## src/rtl/pipeline_pkg.sv

```systemverilog
// Shared pipeline definitions for the 5-stage MIPS core.
// Contents:
//   OPCODE_MSB/OPCODE_LSB - opcode field bounds in an instruction word
//   HALT_OP               - opcode that stops fetch
//   NOP_INSTR             - bubble encoding (sll $0,$0,0)
//   if_id_t               - IF/ID pipeline bundle {instruction, pc_plus4, valid}
package pipeline_pkg;

    localparam int unsigned OPCODE_MSB = 31;
    localparam int unsigned OPCODE_LSB = 26;

    localparam logic [5:0]  HALT_OP   = 6'h3f;
    localparam logic [31:0] NOP_INSTR = 32'h0000_0000;

    typedef struct packed {
        logic [31:0] instruction;
        logic [31:0] pc_plus4;
        logic        valid;
    } if_id_t;

endpackage

```

## src/rtl/if_id_register.sv

```systemverilog
// Generic pipeline register holding one if_id_t bundle.
// Ports:
//   clk_i    - clock, rising edge
//   reset_i  - synchronous active-high reset, loads the bubble
//   flush_i  - synchronous flush, loads the bubble (overrides enable_i)
//   enable_i - 1 = load d_i, 0 = hold
//   d_i      - next bundle
//   q_o      - registered bundle
module if_id_register
    import pipeline_pkg::*;
#(
    parameter logic [31:0] BubbleInstr = NOP_INSTR
) (
    input  logic   clk_i,
    input  logic   reset_i,
    input  logic   flush_i,
    input  logic   enable_i,
    input  if_id_t d_i,
    output if_id_t q_o
);

    if_id_t bubble;
    if_id_t bundle_d;
    if_id_t bundle_q;

    always_comb begin
        bubble             = '0;
        bubble.instruction = BubbleInstr;
    end

    always_comb begin
        bundle_d = bundle_q;
        if (flush_i) begin
            bundle_d = bubble;
        end else if (enable_i) begin
            bundle_d = d_i;
        end
    end

    always_ff @(posedge clk_i) begin
        if (reset_i) begin
            bundle_q <= bubble;
        end else begin
            bundle_q <= bundle_d;
        end
    end

    assign q_o = bundle_q;

endmodule

```

## src/rtl/fetch_stage.sv

```systemverilog
// Instruction-fetch stage: PC register, imem address, IF/ID register, halt
// tracking and a saturating fetched-instruction counter.
// Ports:
//   clk, reset                      - clock and synchronous active-high reset
//   pc_enable, ifid_enable          - hazard-unit stall controls (0 = hold)
//   redirect_valid/redirect_target  - downstream branch/jump redirect + flush
//   imem_addr / imem_data           - combinational instruction memory port
//   D_instruction/D_pc_plus4/D_valid - IF/ID outputs to decode
//   halted                          - sticky halt-in-decode flag
//   fetch_count                     - instructions latched into IF/ID
module fetch_stage #(
    parameter logic [31:0] RESET_PC  = 32'h0000_0000,
    parameter logic [31:0] NOP_INSTR = pipeline_pkg::NOP_INSTR,
    parameter logic [5:0]  HALT_OP   = pipeline_pkg::HALT_OP
) (
    input  logic        clk,
    input  logic        reset,
    input  logic        pc_enable,
    input  logic        ifid_enable,
    input  logic        redirect_valid,
    input  logic [31:0] redirect_target,
    output logic [31:0] imem_addr,
    input  logic [31:0] imem_data,
    output logic [31:0] D_instruction,
    output logic [31:0] D_pc_plus4,
    output logic        D_valid,
    output logic        halted,
    output logic [31:0] fetch_count
);

    import pipeline_pkg::*;

    logic [31:0] pc_d, pc_q;
    logic        halted_d, halted_q;
    logic [31:0] count_d, count_q;
    logic [31:0] pc_plus4;
    logic        ifid_load;
    logic        is_halt;
    if_id_t      ifid_in;
    if_id_t      ifid_out;

    // Redirect targets are word aligned; the two low bits are dropped.
    logic        unused_target_lsbs;
    assign unused_target_lsbs = ^redirect_target[1:0];

    assign pc_plus4  = pc_q + 32'd4;
    assign is_halt   = (imem_data[OPCODE_MSB:OPCODE_LSB] == HALT_OP);
    // A latched halt freezes IF/ID so the halt instruction stays in decode.
    assign ifid_load = ifid_enable && !halted_q;

    always_comb begin
        ifid_in.instruction = imem_data;
        ifid_in.pc_plus4    = pc_plus4;
        ifid_in.valid       = 1'b1;
    end

    always_comb begin
        pc_d     = pc_q;
        halted_d = halted_q;
        count_d  = count_q;
        if (redirect_valid) begin
            pc_d     = {redirect_target[31:2], 2'b00};
            // Anything fetched so far is wrong-path, including a halt.
            halted_d = 1'b0;
        end else if (!halted_q) begin
            if (pc_enable) begin
                pc_d = pc_plus4;
            end
            if (ifid_enable) begin
                if (count_q != 32'hFFFF_FFFF) begin
                    count_d = count_q + 32'd1;
                end
                if (is_halt) begin
                    halted_d = 1'b1;
                end
            end
        end
    end

    always_ff @(posedge clk) begin
        if (reset) begin
            pc_q     <= RESET_PC;
            halted_q <= 1'b0;
            count_q  <= 32'd0;
        end else begin
            pc_q     <= pc_d;
            halted_q <= halted_d;
            count_q  <= count_d;
        end
    end

    if_id_register #(
        .BubbleInstr(NOP_INSTR)
    ) u_if_id (
        .clk_i   (clk),
        .reset_i (reset),
        .flush_i (redirect_valid),
        .enable_i(ifid_load),
        .d_i     (ifid_in),
        .q_o     (ifid_out)
    );

    assign imem_addr     = pc_q;
    assign D_instruction = ifid_out.instruction;
    assign D_pc_plus4    = ifid_out.pc_plus4;
    assign D_valid       = ifid_out.valid;
    assign halted        = halted_q;
    assign fetch_count   = count_q;

endmodule

```

## config.mk

```make
export PLATFORM = sky130hd
export DESIGN_NAME = fetch_stage
export DESIGN_NICKNAME = d
export VERILOG_FILES = /design/src/rtl/pipeline_pkg.sv /design/src/rtl/if_id_register.sv /design/src/rtl/fetch_stage.sv
export SDC_FILE = /design/constraint.sdc
export NUM_CORES = 1
export LEC_CHECK = 0
export CORE_UTILIZATION = 42
export CTS_BUF_LIST = sky130_fd_sc_hd__clkbuf_16
export CTS_CLUSTER_DIAMETER = 60
export DETAILED_ROUTE_END_ITERATION = 16
export GPL_ROUTABILITY_DRIVEN = 0
export PLACE_DENSITY = 0.78
export SYNTH_ARGS = -nofsm -noshare
export SYNTH_HDL_FRONTEND = slang
export SYNTH_SLANG_ARGS = --single-unit
```

## constraint.sdc

```tcl
create_clock -name clk -period 2.4 [get_ports clk]
set_clock_uncertainty 0.2 [all_clocks]
set_input_delay 0.36 -clock clk [delete_from_list [all_inputs] [get_ports clk]]
set_output_delay 0.36 -clock clk [all_outputs]
set_load 0.05 [all_outputs]
```

==> summary.md <==
| Metric | Value |
|---|---|
| Status | `finished, final reports clean` |
| Synth unique cells | `48` |
| Compound-cell area share of the yosys netlist | `0.156` |
| First-pass GRT wire length | `27.7 mm` |
| CP Class | `in2reg` |
| Die H | `120 um` |
| Fin nets | `1009` |
| Mux cell area share after synthesis | `0.0166` |
| IO buf count | `192` |
| Drt pass-1 iters | `6` |
| Worst Path Buf+Inv | `2` |
| FF-to-FF path depth | `6` |
| Max-Cap Viols | `0` |
| Max Fclk | `0.426 GHz` |
| Setup crit end kind | `flip-flop` |
| DP HPWL | `12.8 mm` |
| CP top delay family | `simple AND/OR/NAND/NOR gates` |
| Core area | `13500 um2` |
| Post-synthesis simple-gate area fraction | `0.269` |
| RR Startpoint | `fetch_count[5]` |
| Horiz. Die Dim | `120 um` |
| Main combinational cell family by area after synthesis | `simple AND/OR/NAND/NOR gates` |
| CTS root buf | `clkbuf_16` |
| Tightest Pin Transition | `608 ps` |
| Gate Count Post-Synth | `723` |
| Time the worst path needs with I/O delays and setup | `2350 ps` |
| RSZ-0062 raised after global routing | `no` |
| Sequential area share after synthesis | `0.429` |
| Relative slew slack | `0.593` |
| CP max stage delay | `520 ps` |
| Routed wire length | `17.6 mm` |
| Worst hold stages | `5` |
| Synth Area in Adders | `0.00425` |
| Leak Pwr | `3.18 nW` |
| H-Tree Depth | `4` |
| Cell Area, Synth | `5880 um2` |
| Vias/cell | `5.37` |
| Final core utilization | `0.655` |
| Antenna viol nets, final | `0` |
| Synthesized area per cell | `8.14 um2` |
| Crit share post-route | `0.977` |
| Worst path slowest cell | `clkdlybuf4s50_1` |
| DRC Markers | `0` |
| Critical Path, Cell by Cell | `clkdlybuf4s50_1 > or3b_4 > nor4_4 > o211ai_2 > buf_4 > or4_1 > nand2_1` |
| Hold buffers post-CTS | `0` |
| CP startpoint kind | `input port` |
| Crit Reg-Reg Endpoint | `fetch_count[27]` |
| Crit Path Max Fanout | `7` |
| All-Layer GR Usage | `0.244` |
| Hold worst-path end | `u_if_id.q_o[22]` |
| #FFs+latches synth | `126` |
| Rows | `42` |
| Boundary Pins | `199` |
| Number of global-route vias before repair | `5385` |
| Initial Utilization | `0.437` |
| Largest net degree at the start of global routing | `59` |
| Arr. time, crit path | `2510 ps` |
| Hold Path Class | `in2reg` |
| Worst-path clk slew | `50 ps` |
| Synth Area in XOR/XNOR | `0.0834` |
| Commonest non-fill, non-tap cell in the layout | `clkdlybuf4s50_1` |
| Die area | `14500 um2` |
| Clock buffer depth | `2` |
| Synth warn | `0` |
| Final Hold Violating Endpoints | `0` |
| Total negative setup slack | `0 ps` |
| Peak supply drop | `0.472 mV` |
| Final Setup Violations | `0` |
| Initial antenna violation count | `1` |
| Most frequent cells in the layout | `clkdlybuf4s50_1 (191), dfxtp_1 (112), nand2_1 (101), a21oi_1 (75), nor2_1 (62)` |
| CTS tree | `built` |
| DRT iter0 DRCs | `426` |
| Power Dens Cells | `619 nW/um2` |
| Share of cells above drive strength 1 | `0.120` |
| Slew Viols, Final | `0` |
| TritonCTS Sinks | `126` |
| Clk_lat worst skew | `420 ps` |
| Hold_sp | `reset` |
| Area delta synth->final | `49.8%` |
| Worst EP required | `2560 ps` |
| Via count | `6048` |
| Gr ovfl total | `0` |
| R2R Setup Slk | `80 ps` |
| CTS buffer count | `17` |
| Wire length per cell | `15.6 um` |
## area by class of cell
type,instances,area (um2)
fillers,1156,4640
multi-input cells,543,3160
flip-flops and latches,126,2540
repair buffers,244,2340
clock buffers,17,425
well taps,176,220
clock inverters,14,111
inverters,6,22.5
diodes,1,2.50
## synthesized netlist by cell type, drive strengths merged
library cell / n / area (um2)
and2: 4 / 25.0
clkinv: 1 / 3.75
nand4: 27 / 175
mux2: 6 / 67.6
or2b: 1 / 7.51
nand3: 32 / 160
nor4b: 1 / 8.76
a211oi: 33 / 248
and3: 9 / 56.3
nor3: 12 / 70.1
conb: 1 / 3.75
or3b: 1 / 11.3
nor4: 8 / 71.3
nand2: 101 / 379
or4: 10 / 75.1
xnor2: 17 / 149
o31ai: 5 / 37.5
nor2: 63 / 239
nor2b: 11 / 68.8
or3: 16 / 100
a31oi: 1 / 6.26
a41oi: 1 / 8.76
o211ai: 1 / 12.5
dfxtp: 126 / 2520
a21oi: 75 / 375
xor2: 39 / 342
ha: 2 / 25.0
nor3b: 1 / 7.51
clkbuf: 35 / 131
a31o: 2 / 17.5
o21ai: 39 / 195
buf: 16 / 88.8
nand3b: 1 / 7.51
mux2i: 3 / 30.0
or2: 2 / 12.5
nand2b: 2 / 12.5
inv: 5 / 18.8
and4: 11 / 96.3
a311oi: 2 / 17.5
## worst reg2reg max path, delay by kind of cell (launching register included)
| kind | cells | cell delay, ps |
|---|---|---|
| and+or+nand+nor | 4 | 1160 |
| DFF | 1 | 450 |
| AOI/OAI and AO/OA | 1 | 230 |
| buffers and inverters | 1 | 210 |
## per-layer routing
| metal | global-route usage | share of wire | vias up |
|---|---|---|---|
| li1 | - | - | 2975 |
| met1 | 0.325 | 0.45 | 2775 |
| met2 | 0.372 | 0.45 | 262 |
| met3 | 0.0547 | 0.075 | 36 |
| met4 | 0.116 | 0.031 | 0 |
| met5 | 0 | 0 | - |
## repair_timing
| item | in CTS | in global routing |
|---|---|---|
| endpoints found under the setup margin | 3 | 1 |
| resized for setup | 0 | 2 |
| pin swaps | 2 | 0 |
| setup buffers | 1 | 0 |
## flip-flops by register name (all words and copies together) (netlist names)
name         cells
u_if_id.q_o     63
fetch_count     32
imem_addr       30
halted           1
## metrics by stage
| stage | area, um2 | worst slack (ps) | total power (W) | cells | hold WS [ps] |
|---|---|---|---|---|---|
| 2_1_floorplan | 5930 | -60.4 | 0.00277 | 726 | 296 |
| 3_3_place_gp | 8260 | -431 | 0.00312 | 1094 | 241 |
| 3_5_place_dp | 8260 | -428 | 0.00313 | 1094 | 246 |
| 4_1_cts | 8810 | 37.1 | 0.00548 | 1126 | 223 |
| 5_1_grt | 8820 | 7.70 | 0.00563 | 1127 | 243 |
| 6_report | 8820 | 55.0 | 0.00546 | 1127 | 232 |
## cell families after synthesis
family | count (synthesis)
adder cells (fa/ha/maj) | 2
AND/OR/NAND/NOR | 313
flip-flops | 126
XOR/XNOR | 56
other | 1
multiplexers | 9
AO/OA/AOI/OAI | 159
buffers and inverters | 57
## worst max path at each step
| stage | from | endpoint | cells past startpoint |
|---|---|---|---|
| global route | fetch_count[1] | fetch_count[15] | 7 |
| CTS | ifid_enable | fetch_count[9] | 6 |
| floorplan | imem_addr[4] | imem_addr[24] | 6 |
| finish | ifid_enable | fetch_count[27] | 7 |
| global placement | ifid_enable | fetch_count[27] | 7 |
| detailed placement | ifid_enable | fetch_count[29] | 6 |
## where the power goes
part | switching, W | internal, W
Clock | 0.000890 | 0.00148
Combinational | 0.000517 | 0.000329
Sequential | 0.0000718 | 0.00217
Total | 0.00148 | 0.00398
(Power assumes the default switching activity.)
